**config.mk**
```make
export PLATFORM = sky130hd
export DESIGN_NAME = quad_count_ctrl
export DESIGN_NICKNAME = d
export VERILOG_FILES = /design/src/rtl/quad_count_ctrl.sv
export SDC_FILE = /design/constraint.sdc
export NUM_CORES = 1
export LEC_CHECK = 0
export CAP_MARGIN = 20
export CELL_PAD_IN_SITES_DETAIL_PLACEMENT = 0
export CELL_PAD_IN_SITES_GLOBAL_PLACEMENT = 1
export CORE_AREA = 2 2 59 61
export CTS_CLUSTER_SIZE = 8
export DETAILED_ROUTE_END_ITERATION = 8
export DIE_AREA = 0 0 61 63
export GPL_ROUTABILITY_DRIVEN = 0
export GPL_TIMING_DRIVEN = 0
export PLACE_DENSITY_LB_ADDON = 0.1
export SLEW_MARGIN = 20
export SYNTH_ARGS = -nofsm -noshare
export SYNTH_HDL_FRONTEND = slang
export SYNTH_SLANG_ARGS = --single-unit
```
**constraint.sdc**
```tcl
create_clock -name clk -period 1.99 [get_ports clk]
set_input_delay 0.398 -clock clk [delete_from_list [all_inputs] [get_ports clk]]
set_output_delay 0.398 -clock clk [all_outputs]
set_load 0.005 [all_outputs]
```
**src/rtl/quad_count_ctrl.sv**
```systemverilog
// quad_count_ctrl
// Decodes a two-phase quadrature encoder into step commands for an external
// up/down counter. The controller drives the counter's direction, count
// enable and parallel-load pins, and keeps sticky fault flags.
//
// Parameters
//   DATA_WIDTH  width of the preset / parallel-data path
//   SYNC_STAGES synchronizer depth on A and B (>= 2)
//   FILTER_LEN  consecutive equal samples needed to accept a new phase state
//   WRAP_EN     1 = ignore TC, 0 = suppress same-direction steps while TC=1
//
// Ports
//   clk, MR_n         clock (rising edge), async active-low master reset
//   A, B              raw quadrature phases (asynchronous to clk)
//   LOAD_n, PRESET    synchronous preset request and its value
//   TC                terminal count returned by the counter
//   FLAG_CLR          synchronous clear of ERR/OVF/LOST
//   U_D, CE_n         direction (1 = up) and active-low count enable pulse
//   PE_n, P           active-low parallel-load enable and parallel data
//   ERR, OVF, LOST    sticky illegal-jump, suppressed-step, load-dropped flags
module quad_count_ctrl #(
  parameter int DATA_WIDTH  = 8,
  parameter int SYNC_STAGES = 2,
  parameter int FILTER_LEN  = 3,
  parameter int WRAP_EN     = 0
) (
  input  logic                  clk,
  input  logic                  MR_n,
  input  logic                  A,
  input  logic                  B,
  input  logic                  LOAD_n,
  input  logic [DATA_WIDTH-1:0] PRESET,
  input  logic                  TC,
  input  logic                  FLAG_CLR,
  output logic                  U_D,
  output logic                  CE_n,
  output logic                  PE_n,
  output logic [DATA_WIDTH-1:0] P,
  output logic                  ERR,
  output logic                  OVF,
  output logic                  LOST
);

  localparam int CNT_W = $clog2(FILTER_LEN + 1);

  typedef enum logic {INIT, TRACK} state_t;

  state_t state_q, state_d;

  logic [SYNC_STAGES-1:0] a_sync, b_sync;
  logic [1:0]             sync_ab;
  logic [1:0]             acc_q, cand_q;
  logic [CNT_W-1:0]       cnt_q, cnt_next;
  logic                   differs, accept;

  logic step_evt, step_up, err_evt;
  logic step_pend_q, step_dir_q, err_pend_q;
  logic load_req, tc_block, step_go;
  logic err_set, ovf_set, lost_set;

  assign sync_ab = {a_sync[SYNC_STAGES-1], b_sync[SYNC_STAGES-1]};

  // Metastability guard: both phases shift through their own flop chain and
  // nothing downstream looks at A or B directly.
  always_ff @(posedge clk or negedge MR_n) begin
    if (!MR_n) begin
      a_sync <= '0;
      b_sync <= '0;
    end else begin
      a_sync <= {a_sync[SYNC_STAGES-2:0], A};
      b_sync <= {b_sync[SYNC_STAGES-2:0], B};
    end
  end

  // Glitch filter: count consecutive identical samples that differ from the
  // accepted state. In INIT the comparison against the accepted state is
  // bypassed so the very first stable value gets adopted even if it happens
  // to equal the cleared accepted state.
  always_comb begin
    differs  = (state_q == INIT) || (sync_ab != acc_q);
    cnt_next = CNT_W'(1);
    if (cnt_q != '0 && sync_ab == cand_q) begin
      cnt_next = cnt_q + CNT_W'(1);
    end
    accept = differs && (cnt_next == CNT_W'(FILTER_LEN));
  end

  // Filter state: a sample that matches the accepted state, or a change of
  // candidate, restarts the count so short pulses never accumulate.
  always_ff @(posedge clk or negedge MR_n) begin
    if (!MR_n) begin
      acc_q  <= '0;
      cand_q <= '0;
      cnt_q  <= '0;
    end else if (!differs) begin
      cnt_q <= '0;
    end else if (accept) begin
      acc_q <= sync_ab;
      cnt_q <= '0;
    end else begin
      cand_q <= sync_ab;
      cnt_q  <= cnt_next;
    end
  end

  // FSM state register.
  always_ff @(posedge clk or negedge MR_n) begin
    if (!MR_n) begin
      state_q <= INIT;
    end else begin
      state_q <= state_d;
    end
  end

  // Next-state and transition decode. The phase sequence 00,01,11,10 is a
  // Gray code, so a single-bit change is a step whose direction follows the
  // sequence and a two-bit change is an illegal jump.
  always_comb begin
    state_d  = state_q;
    step_evt = 1'b0;
    step_up  = 1'b0;
    err_evt  = 1'b0;
    if (accept) begin
      case (state_q)
        INIT: state_d = TRACK;
        TRACK: begin
          case ({acc_q, sync_ab})
            4'b00_01, 4'b01_11, 4'b11_10, 4'b10_00: begin
              step_evt = 1'b1;
              step_up  = 1'b1;
            end
            4'b01_00, 4'b11_01, 4'b10_11, 4'b00_10: begin
              step_evt = 1'b1;
            end
            default: err_evt = 1'b1;
          endcase
        end
        default: state_d = INIT;
      endcase
    end
  end

  // Hold the decoded event for one cycle so the counter sees it in the cycle
  // after acceptance, lined up with the load/TC arbitration below.
  always_ff @(posedge clk or negedge MR_n) begin
    if (!MR_n) begin
      step_pend_q <= 1'b0;
      step_dir_q  <= 1'b1;
      err_pend_q  <= 1'b0;
    end else begin
      step_pend_q <= step_evt;
      step_dir_q  <= step_up;
      err_pend_q  <= err_evt;
    end
  end

  // Arbitration: a load wins over a step (step lost), otherwise a step into
  // the terminal count in the same direction is suppressed unless wrapping
  // is allowed.
  always_comb begin
    load_req = !LOAD_n;
    tc_block = (WRAP_EN == 0) && TC && (step_dir_q == U_D);
    step_go  = step_pend_q && !load_req && !tc_block;
    lost_set = step_pend_q && load_req;
    ovf_set  = step_pend_q && !load_req && tc_block;
    err_set  = err_pend_q;
  end

  // Registered counter-side outputs. Every output comes straight from a flop
  // so reset forces them cleanly and an aborted step cannot glitch CE_n.
  always_ff @(posedge clk or negedge MR_n) begin
    if (!MR_n) begin
      U_D  <= 1'b1;
      CE_n <= 1'b1;
      PE_n <= 1'b1;
      P    <= '0;
    end else begin
      CE_n <= !step_go;
      PE_n <= !load_req;
      if (load_req) begin
        P <= PRESET;
      end
      if (step_pend_q && !load_req) begin
        U_D <= step_dir_q;
      end
    end
  end

  // Sticky flags: a setting event in the same cycle as FLAG_CLR wins.
  always_ff @(posedge clk or negedge MR_n) begin
    if (!MR_n) begin
      ERR  <= 1'b0;
      OVF  <= 1'b0;
      LOST <= 1'b0;
    end else begin
      if (err_set)       ERR <= 1'b1;
      else if (FLAG_CLR) ERR <= 1'b0;
      if (ovf_set)       OVF <= 1'b1;
      else if (FLAG_CLR) OVF <= 1'b0;
      if (lost_set)       LOST <= 1'b1;
      else if (FLAG_CLR)  LOST <= 1'b0;
    end
  end

endmodule

```
Word-level counts from Yosys, hierarchy flattened
Index checks and enable logic that the tools add are counted.
{"block": "totals", "inputBits": 15, "ff_bits": 28, "output_inout_bits": 14, "word_cells": 66}
{"block": "op_classes", "n_addsub": 1, "mux": 16, "n_reduce_logical": 19, "bitwise": 2, "eq_ne": 12}
{"operator": "$eq 4x4->1 const B", "count": 4}
{"operator": "$mux 1", "count": 13}
{"operator": "$eq 4x3->1 const B", "count": 2}
{"operator": "$reduce_bool 2->1", "count": 4}
{"operator": "$reduce_or 8->1", "count": 1}
{"operator": "$logic_and 1x1->1", "count": 7}
{"operator": "$mux 2", "count": 3}
{"operator": "$eq 4x1->1 const B", "count": 1}
{"operator": "$eq 4x2->1 const B", "count": 1}
{"operator": "$reduce_and 2->1", "count": 2}
{"operator": "$reduce_or 4->1", "count": 1}
{"operator": "$logic_not 1->1", "count": 3}
{"operator": "$add 2x1->2 const B", "count": 1}
{"operator": "$eq 2x2->1", "count": 1}
{"operator": "$eq 2x2->1 const B", "count": 1}
{"operator": "$ne 2x2->1", "count": 1}
{"operator": "$not 1->1", "count": 2}
{"operator": "$eq 1x1->1", "count": 1}
{"operator": "$logic_or 1x1->1", "count": 1}

Depth between registers and ports, before layout
Gate-level depths: netlist of the first run.
{"block": "depth", "word_depth": 7, "depth_mapped": 5, "depth_no_buf": 5}

Worst setup path before layout of the first run
Ideal clock, no wire load.
{"block": "synth_path", "kind": "register to register", "startpoint": "register cnt_q[0]", "endpoint": "register acc_q[0]", "path_slack_ns": 0.391, "synth_period_minus_slack_ns": 1.599, "setup_time_ns": 0.125, "t_arrival_ns": 1.474, "path_stages_with_launch": 6, "n_path_buf": 0, "t_required_ns": 1.865, "cell_sequence": "dfrtp_1 inv_1 ha_1 nand2b_1 or4_4 mux2_4"}
{"block": "synth_via", "elab_chain_len": 6, "word_cells_on_any_way": 7, "cone_classes": "add/sub: 1; eq/ne: 1; mux: 1; reduce/logical: 4"}
{"element": "start: declaration", "line": "53", "text": "logic [CNT_W-1:0] cnt_q, cnt_next;"}
{"element": "start signal: assignment", "line": "102", "text": "cnt_q <= cnt_next;"}
{"element": "branches (longest 2 deep; another with $add 2x1->2)"}
{"element": "$mux 2 *", "line": "82", "text": "if (cnt_q != '0 && sync_ab == cand_q) begin"}
{"element": "$eq 2x2->1 *", "line": "85", "text": "accept = differs && (cnt_next == CNT_W'(FILTER_LEN));"}
{"element": "$logic_and 1x1->1 *", "line": "85"}
{"element": "$reduce_and 2->1 (no line) *"}
{"element": "end signal: assignment", "line": "98", "text": "acc_q <= sync_ab;"}
{"element": "end: declaration", "line": "52", "text": "logic [1:0] acc_q, cand_q;"}
Every way passes the cells marked *.
A chain may end at the register's enable or synchronous reset.

Worst setup path in the final report of the first run
{"block": "layout_path", "startpoint": "register U_D", "endpoint": "output U_D"}
{"element": "start: declaration", "line": "35", "text": "output logic U_D,"}
{"element": "start signal: assignment", "line": "184", "text": "U_D <= step_dir_q;"}
No word-level cell between the ends.

==> results of run 1 <==
[layer usage]
metal,up-vias,part of all wire (%),global-route usage (%)
met1,329,43,12.4
met2,16,52,15.3
met5,-,0,0
met3,3,4.7,3.73
met4,0,0.55,2.45
li1,320,-,-
[where the power goes]
group          switching [mW]  internal [mW]  leakage (nW)
Sequential             0.0663          0.664         0.334
Combinational           0.148          0.230         0.275
Clock                   0.159          0.204        0.0279
Total                   0.374           1.10         0.636
[final cells by class]
| class | count | area, um^2 |
|---|---|---|
| clock buffers | 3 | 22.5 |
| fillers | 321 | 1760 |
| plain buffers | 1 | 3.75 |
| multi-input cells | 41 | 365 |
| flip-flops and latches | 28 | 706 |
| inverters | 4 | 15.0 |
| well taps | 46 | 57.6 |
| repair buffers | 28 | 275 |
| clock inverters | 1 | 30.0 |
[through the flow]
| step | worst slack, ps | hold WS, ps | instance area, um^2 | cells |
|---|---|---|---|---|
| finish | 201 | 50.5 | 1480 | 152 |
| global placement | 109 | 333 | 1430 | 148 |
| floorplan | 391 | 102 | 1090 | 74 |
| CTS | 171 | 57.0 | 1480 | 152 |
| global route | 123 | 75.0 | 1480 | 152 |
| detailed placement | 132 | 336 | 1420 | 148 |
[flip-flops by register name, indices dropped and copies added (netlist names)]
register,count
P,8
b_sync,2
ERR,1
a_sync,2
step_pend_q,1
CE_n,1
err_pend_q,1
step_dir_q,1
U_D,1
cand_q,2
LOST,1
cnt_q,2
acc_q,2
PE_n,1
state_q,1
OVF,1
[cells in the mapped netlist]
cell type	n	area (um^2)
inv_1	4	15.0
xnor2_1	4	35.0
a21o_1	1	7.51
or2_2	1	6.26
or2b_1	1	7.51
clkbuf_1	1	3.75
o2bb2ai_1	1	8.76
and2_1	1	6.26
nand2b_1	1	6.26
dfrtp_1	24	601
nor4_1	1	6.26
mux2_2	11	124
ha_1	1	12.5
xor2_1	4	35.0
dfstp_2	4	105
nor3b_1	1	7.51
a22o_1	1	8.76
nor3_1	1	5.00
or4_4	1	11.3
nand3b_1	1	7.51
nand2_1	2	7.51
and3_1	1	6.26
mux2_4	2	30.0
and4_1	1	8.76
nand3_1	2	10.0
a21boi_0	1	7.51
[cells in the final DEF (no fill, tap or decap), types with 2 or more instances in the layout]
cell,count
nand2_1,2
mux2_4,2
clkbuf_4,3
mux2_2,11
xor2_1,4
dfrtp_1,24
nand3_1,2
dfstp_2,4
xnor2_1,4
inv_1,4
clkdlybuf4s50_1,27
[worst paths after layout]
kind,cells after the start,endpoint,slack (ps)
worst max-delay path,1,U_D,200
worst min-delay path,1,P[3]$_DFFE_PN0N_,50
worst max register to register,5,acc_q[1]$_DFFE_PN0P_,310
worst min register to register,0,a_sync[1]$_DFF_PN0_,370
max in group asynchronous,1,cand_q[1]$_DFFE_PN0P_,1550
min in group clk,0,a_sync[1]$_DFF_PN0_,370
[cells by family (layout without fill, tap and decap cells)]
group	after synthesis	in the layout	share of synthesized area, %
compound gates	4	4	2.99
xor+xnor	8	8	6.43
fa+ha+maj	1	1	1.15
buf+inv	5	37	1.72
flops	28	28	64.8
mux	13	13	14.1
simple gates	15	15	8.84
==> results.py, run 1 <==
metrics = {
    "floorplanning": {
        "die_w_um": 61,
        "boundaryPins": 29,
        "die_area_um2": 3840,
        "die_y_um": 63,
        "row_count": 21,
        "initial_utilization_pct": 33.7,
        "fp.coreArea_um2": 3230,
    },
    "detailed_routing": {
        "dr.pass1.iters": 2,
        "drt_iter0_drc": 5,
        "vias": 668,
        "avgRoutedWirePerCell_um": 10.8,
        "routed_wl_mm": 1.63,
        "route.detailed.drc": 0,
        "ant_nets": 0,
        "vias_per_cell": 4.39,
    },
    "timing": {
        "fmax_ghz": 0.559,
        "finalCriticalPeriod_ps": 1790,
        "slew_viol_final": 0,
        "setup_tns_ps": 0,
        "setup_viol": 0,
        "fin_worst_skew_ps": 4.23,
        "grt_setup_unrepaired": "no",
        "period_share_pct": 89.9,
        "slew_headroom_pct": 60.9,
        "hold_viol": 0,
        "worstMarginPinSlew_ps": 587,
    },
    "run_status": {
        "status": "complete, no violations",
    },
    "cts": {
        "clockRootBuffer": "clkbuf_4",
        "cts_setup_buffers": 0,
        "clock_latency_ps": 320,
        "clkSinkCount": 28,
        "cts_tree": "done",
        "htree_levels": 1,
        "clk_pin_slew_ps": 140,
        "cts_resized": 0,
        "numCtsBuffers": 3,
        "cts_hold_buffers": 0,
        "cts_max_path_buffers": 2,
    },
    "global_routing": {
        "grt_pass1_wl_mm": 2.82,
        "grt_overflow": 0,
        "grt_pass1_vias": 640,
        "grt_util_all_layers_pct": 9.72,
        "grt_start_max_net_pins": 29,
        "antenna_found_initial": 0,
    },
    "critical_path": {
        "startpoint": "U_D$_DFFE_PN1P_",
        "critPathArrivalTime_ps": 1390,
        "crit_chain": "clkdlybuf4s50_1",
        "crit_fanout": 3,
        "path_delay_family": "flip-flops",
        "critPathKind": "register to primary output",
        "cp_num_buf_inv": 1,
        "critPathMaxStageDelay_ps": 570,
        "cp-start-kind": "register",
        "reg2reg_from": "cnt_q[0]$_DFF_PN0_",
        "worst_setup_path_end_kind": "primary output",
        "slowest_stage": "dfstp_2",
        "crit_required_ps": 1590,
    },
    "yosys": {
        "yosysSeqAreaShare_pct": 64.8,
        "ys_ff_latch": 28,
        "synthesis.instances": 74,
        "ys_types": 26,
        "syn_avg_cell_area_um2": 14.7,
        "syn_area_um2": 1090,
        "synth_nets": 90,
        "yosys_warnings": 0,
    },
    "pwr": {
        "power.total_mw": 1.47,
        "power_density_nw_per_um2": 998,
        "ir_drop_mv": 0.557,
        "p_leak_nw": 0.636,
    },
    "placed_design": {
        "dp_hpwl_mm": 1.25,
        "port_buffers": 28,
    },
    "finish": {
        "nets": 123,
        "area_growth_pct": 35.4,
        "final_util_pct": 45.6,
        "n_antenna_cell": 0,
        "drive_gt1_share_pct": 22.6,
    },
    "hold_path": {
        "hp-class": "primary input to asynchronous set/reset pin",
    },
    "flow_run": {
        "maxCapViolations": 0,
    },
}
Power figures use the tool's default switching activity.
==> run 2: changes to the inputs <==
--- a/config.mk
+++ b/config.mk
@@ -8,10 +8,10 @@
 export CAP_MARGIN = 20
 export CELL_PAD_IN_SITES_DETAIL_PLACEMENT = 0
 export CELL_PAD_IN_SITES_GLOBAL_PLACEMENT = 1
-export CORE_AREA = 2 2 59 61
+export CORE_AREA = 8 8 65 67
 export CTS_CLUSTER_SIZE = 8
 export DETAILED_ROUTE_END_ITERATION = 8
-export DIE_AREA = 0 0 61 63
+export DIE_AREA = 0 0 73 75
 export GPL_ROUTABILITY_DRIVEN = 0
 export GPL_TIMING_DRIVEN = 0
 export PLACE_DENSITY_LB_ADDON = 0.1
==> run 2 against run 1 <==
  * Register-to-register slack barely moved
  * Hold slack barely moved
  * Global-route usage fell by 2.4 points
  * Sequential cell count did not move
  * Largest power group unchanged
  * Total power up 0.99%
==> results.py, run 2 (synthesis results as in run 1) <==
metrics = {
    "finish": {
        "final_cell_area_um2": 1480,
        "final_util_pct": 45.6,
        "nets": 123,
        "drive_gt1_share_pct": 22.6,
        "final_cell_mix": "clkdlybuf4s50_1 (27), dfrtp_1 (24), mux2_2 (11)",
        "layout_commonest_cell": "clkdlybuf4s50_1",
        "largest_reg_flops": 8,
        "n_antenna_cell": 0,
        "top_register": "P",
        "fillers": 310,
        "area_growth_pct": 35.4,
    },
    "timing": {
        "whs_ps": 50.0,
        "grt_setup_unrepaired": "no",
        "fin_worst_skew_ps": 5.15,
        "period_share_pct": 90.4,
        "setup_viol": 0,
        "slew_headroom_pct": 59.2,
        "fmax_ghz": 0.556,
        "worstMarginPinSlew_ps": 611,
        "hold_viol": 0,
        "setup_tns_ps": 0,
        "finalCriticalPeriod_ps": 1800,
        "slew_viol_final": 0,
    },
    "critical_path": {
        "cp-start-kind": "register",
        "worst_setup_path_end_kind": "primary output",
        "critPathKind": "register to primary output",
        "path_delay_family": "flip-flops",
        "slowest_stage": "dfstp_2",
        "crit_chain": "clkdlybuf4s50_1",
        "r2r_end": "acc_q[0]$_DFFE_PN0P_",
        "ff2ff_path_depth": 5,
        "critPathArrivalTime_ps": 1400,
        "cp_num_buf_inv": 1,
        "critPathMaxStageDelay_ps": 570,
        "crit_required_ps": 1590,
        "reg2reg_from": "cnt_q[0]$_DFF_PN0_",
        "r2r_slack_ps": 300,
        "crit_fanout": 3,
    },
    "cts": {
        "htree_levels": 1,
        "clock_latency_ps": 330,
        "cts_tree": "done",
        "numCtsBuffers": 3,
        "cts_hold_buffers": 0,
        "cts_resized": 0,
        "clockRootBuffer": "clkbuf_4",
        "cts_setup_buffers": 0,
        "clkSinkCount": 28,
        "cts_max_path_buffers": 2,
        "clk_pin_slew_ps": 150,
    },
    "floorplanning": {
        "row_count": 21,
        "boundaryPins": 29,
        "initial_utilization_pct": 33.7,
        "die_w_um": 73,
        "die_area_um2": 5480,
        "fp.coreArea_um2": 3230,
        "die_y_um": 75,
    },
    "placed_design": {
        "placed_area_um2": 1420,
        "port_buffers": 28,
        "dp_hpwl_mm": 1.44,
    },
    "detailed_routing": {
        "vias_per_cell": 4.33,
        "dr.pass1.iters": 3,
        "avgRoutedWirePerCell_um": 12.5,
        "vias": 658,
        "route.detailed.drc": 0,
        "drt_iter0_drc": 28,
        "routed_wl_mm": 1.90,
        "ant_nets": 0,
    },
    "run_status": {
        "status": "complete, no violations",
    },
    "global_routing": {
        "grt_overflow": 0,
        "grt_start_max_net_pins": 29,
        "grt_util_all_layers_pct": 7.29,
        "antenna_found_initial": 0,
        "grt_pass1_vias": 629,
        "grt_pass1_wl_mm": 3.04,
    },
    "pwr": {
        "ir_drop_mv": 0.373,
        "p_leak_nw": 0.636,
        "power_density_nw_per_um2": 1010,
    },
    "flow_run": {
        "maxCapViolations": 0,
    },
    "hold_path": {
        "hp-class": "primary input to asynchronous set/reset pin",
    },
}
-- run 2: power breakdown --
part	switching (mW)	internal (mW)	leakage [nW]	total, mW
logic	0.150	0.230	0.275	0.380
clock network	0.169	0.204	0.0279	0.373
registers	0.0695	0.664	0.334	0.734
total	0.388	1.10	0.636	1.49
-- run 2: through the flow --
step | power, mW | setup slack [ps] | instances
finish | 1.49 | 191 | 152
global route | 1.57 | 137 | 152
CTS | 1.51 | 167 | 152
detailed placement | 1.13 | 138 | 148
global placement | 1.13 | 106 | 148
floorplan | 0.992 | 391 | 74
-- run 2: worst max-delay path by stage --
stage	startpoint	end	slack (ps)	depth (start not counted)
6_report	U_D$_DFFE_PN1P_	U_D	190	1
3_3_place_gp	MR_n	cand_q[0]$_DFFE_PN0P_	110	1
2_1_floorplan	cnt_q[0]$_DFF_PN0_	acc_q[0]$_DFFE_PN0P_	390	5
5_1_grt	U_D$_DFFE_PN1P_	U_D	140	1
4_1_cts	U_D$_DFFE_PN1P_	U_D	170	1
3_5_place_dp	LOAD_n	P[4]$_DFFE_PN0N_	140	3
-- run 2: area by class of cell --
cell class | count | area, um^2 | share of cell area, %
buffer | 1 | 3.75 | 0.254
clock inverter | 1 | 30.0 | 2.04
sequential | 28 | 706 | 47.8
tap | 46 | 57.6 | 3.90
timing repair buffer | 28 | 275 | 18.7
clock buffer | 3 | 22.5 | 1.53
multi-input combinational | 41 | 365 | 24.8
inverter | 4 | 15.0 | 1.02
-- run 2: routing by layer --
metal | global-route usage, % | wire length [um]
met1 | 8.50 | 861
met2 | 11.1 | 868
met3 | 2.66 | 129
met4 | 4.67 | 41
met5 | 0 | 0
==> RTL edit 1 (settings of run 2) <==
Change the parameter `DATA_WIDTH` from 8 to 10.
--- a/src/rtl/quad_count_ctrl.sv
+++ b/src/rtl/quad_count_ctrl.sv
@@ -20,5 +20,5 @@
 //   ERR, OVF, LOST    sticky illegal-jump, suppressed-step, load-dropped flags
 module quad_count_ctrl #(
-  parameter int DATA_WIDTH  = 8,
+  parameter int DATA_WIDTH  = 10,
   parameter int SYNC_STAGES = 2,
   parameter int FILTER_LEN  = 3,
Interface: changed (resized P and PRESET); port bits go from 29 to 33. The function was not compared with the original's and may differ.
==> RTL edit 1 against run 2 <==
Power rose by 3.7%; sequential cell count rose by 2; design area rose by 8.1%; wire length rose by 10%; fmax rose by 1.4%; area after synthesis rose by 6.7%; non-clock buffer count rose by 4; setup slack improved by 0.025 ns; combinational power rose by 5%; critical path type unchanged.
==> RTL edit 1: results (changes against run 2) <==
| Metric | Value |
|---|---|
| Largest net degree at the start of global routing | `31 (+6.9%)` |
| Largest register FFs | `10 (+2)` |
| Nets | `135 (+9.8%)` |
| Drt via density | `4.48 (+3.4%)` |
| Clock buffer count from CTS | `5 (+2)` |
| Clk slew on worst S/H paths | `0.09 ns (-0.06 ns)` |
| M2 GR Usage | `0.135 (+0.0238)` |
| Status | `finished, final reports clean` |
| Synth Area in XOR/XNOR | `0.0603 (-0.00401)` |
| Area of the multi-input gates | `388 um2 (+6.2%)` |
| Setup WS post-layout | `0.216 ns (+0.0252 ns)` |
| Top Layer Used | `met4` |
| Number of global-route vias before repair | `744 (+18%)` |
| Reg2Reg Depth | `5 (unchanged)` |
| Top cells by count, synth | `26 x dfrtp_1, 13 x mux2_2` |
| Met3 usage | `0.0386 (+0.0120)` |
| Int Pwr | `1.12 mW (+2.4%)` |
| Seq/Total Area, Yosys | `0.650 (+0.00263)` |
| M1 GR Usage | `0.0817 (-0.00332)` |
| Synth Area in Compound Gates | `0.0280 (-0.00186)` |
| PortBufs | `32 (+14%)` |
| Syn nets | `96 (+6.7%)` |
| GRT Overall Usage | `0.0827 (+0.00976)` |
| Worst Max-Slew Pin Slew | `0.637 ns (+0.0257 ns)` |
| Post-synthesis mux area share | `0.152 (+0.0106)` |
| CP delay by family, top | `flip-flops` |
| DP Area | `1540 um2 (+7.9%)` |
| DP Wirelength | `1.57 mm (+9.2%)` |
| Synth Area in Adders | `0.0108 (-0.000717)` |
| DR iter-0 viols | `23 (-18%)` |
| Share of cells above drive strength 1 | `0.246 (+0.0193)` |
| Worst path arrival time | `1.38 ns (-0.02 ns)` |
| Via count | `734 (+12%)` |
| Clk buf depth | `2 (unchanged)` |
| H-tree depth | `2 (+1)` |
| Area contributors post-synth | `dfrtp_1 56%, mux2_2 13%, dfstp_2 9.0%` |
| Max VDD drop | `0.000473 V (+27%)` |
| Post-Place Cells | `156 (+5.4%)` |
| Clk_lat worst skew | `0.32 ns` |
| Pre-CTS setup slack | `0.00176 ns (-0.136 ns)` |
| Met2 wire len | `976 um (+12%)` |
| Fill cell count | `301 (-2.9%)` |
| Leakage | `0.691 nW (+8.5%)` |
| First-pass GRT wire length | `3.36 mm (+11%)` |
| HP Class | `in2async` |
| Worst-case clock skew | `0.00644 ns (+0.00129 ns)` |
| WHS | `0.0840 ns (+0.0340 ns)` |
## RTL edit 1: power groups by stage
stage	clock network (mW)	registers [mW]	logic (mW)
global route	0.413	0.789	0.446
floorplan	0	0.781	0.263
detailed placement	0	0.792	0.406
CTS	0.388	0.780	0.408
global placement	0	0.788	0.401
finish	0.365	0.779	0.398
## RTL edit 1: final timing paths
path | from | end
min | MR_n | OVF
min in group clk | b_sync[0] | b_sync[1]
max | U_D | U_D
min reg2reg | b_sync[0] | b_sync[1]
max reg2reg | cnt_q[0] | acc_q[1]
max in group asynchronous | MR_n | state_q
## RTL edit 1: final cells by class
type | instances | share of cell area
sequential | 30 | 0.474
timing repair buffer | 32 | 0.198
multi-input combinational | 43 | 0.243
inverter | 4 | 0.00941
tap | 46 | 0.0361
buffer | 1 | 0.00235
clock buffer | 7 | 0.0345
clock inverter | 1 | 0.00314
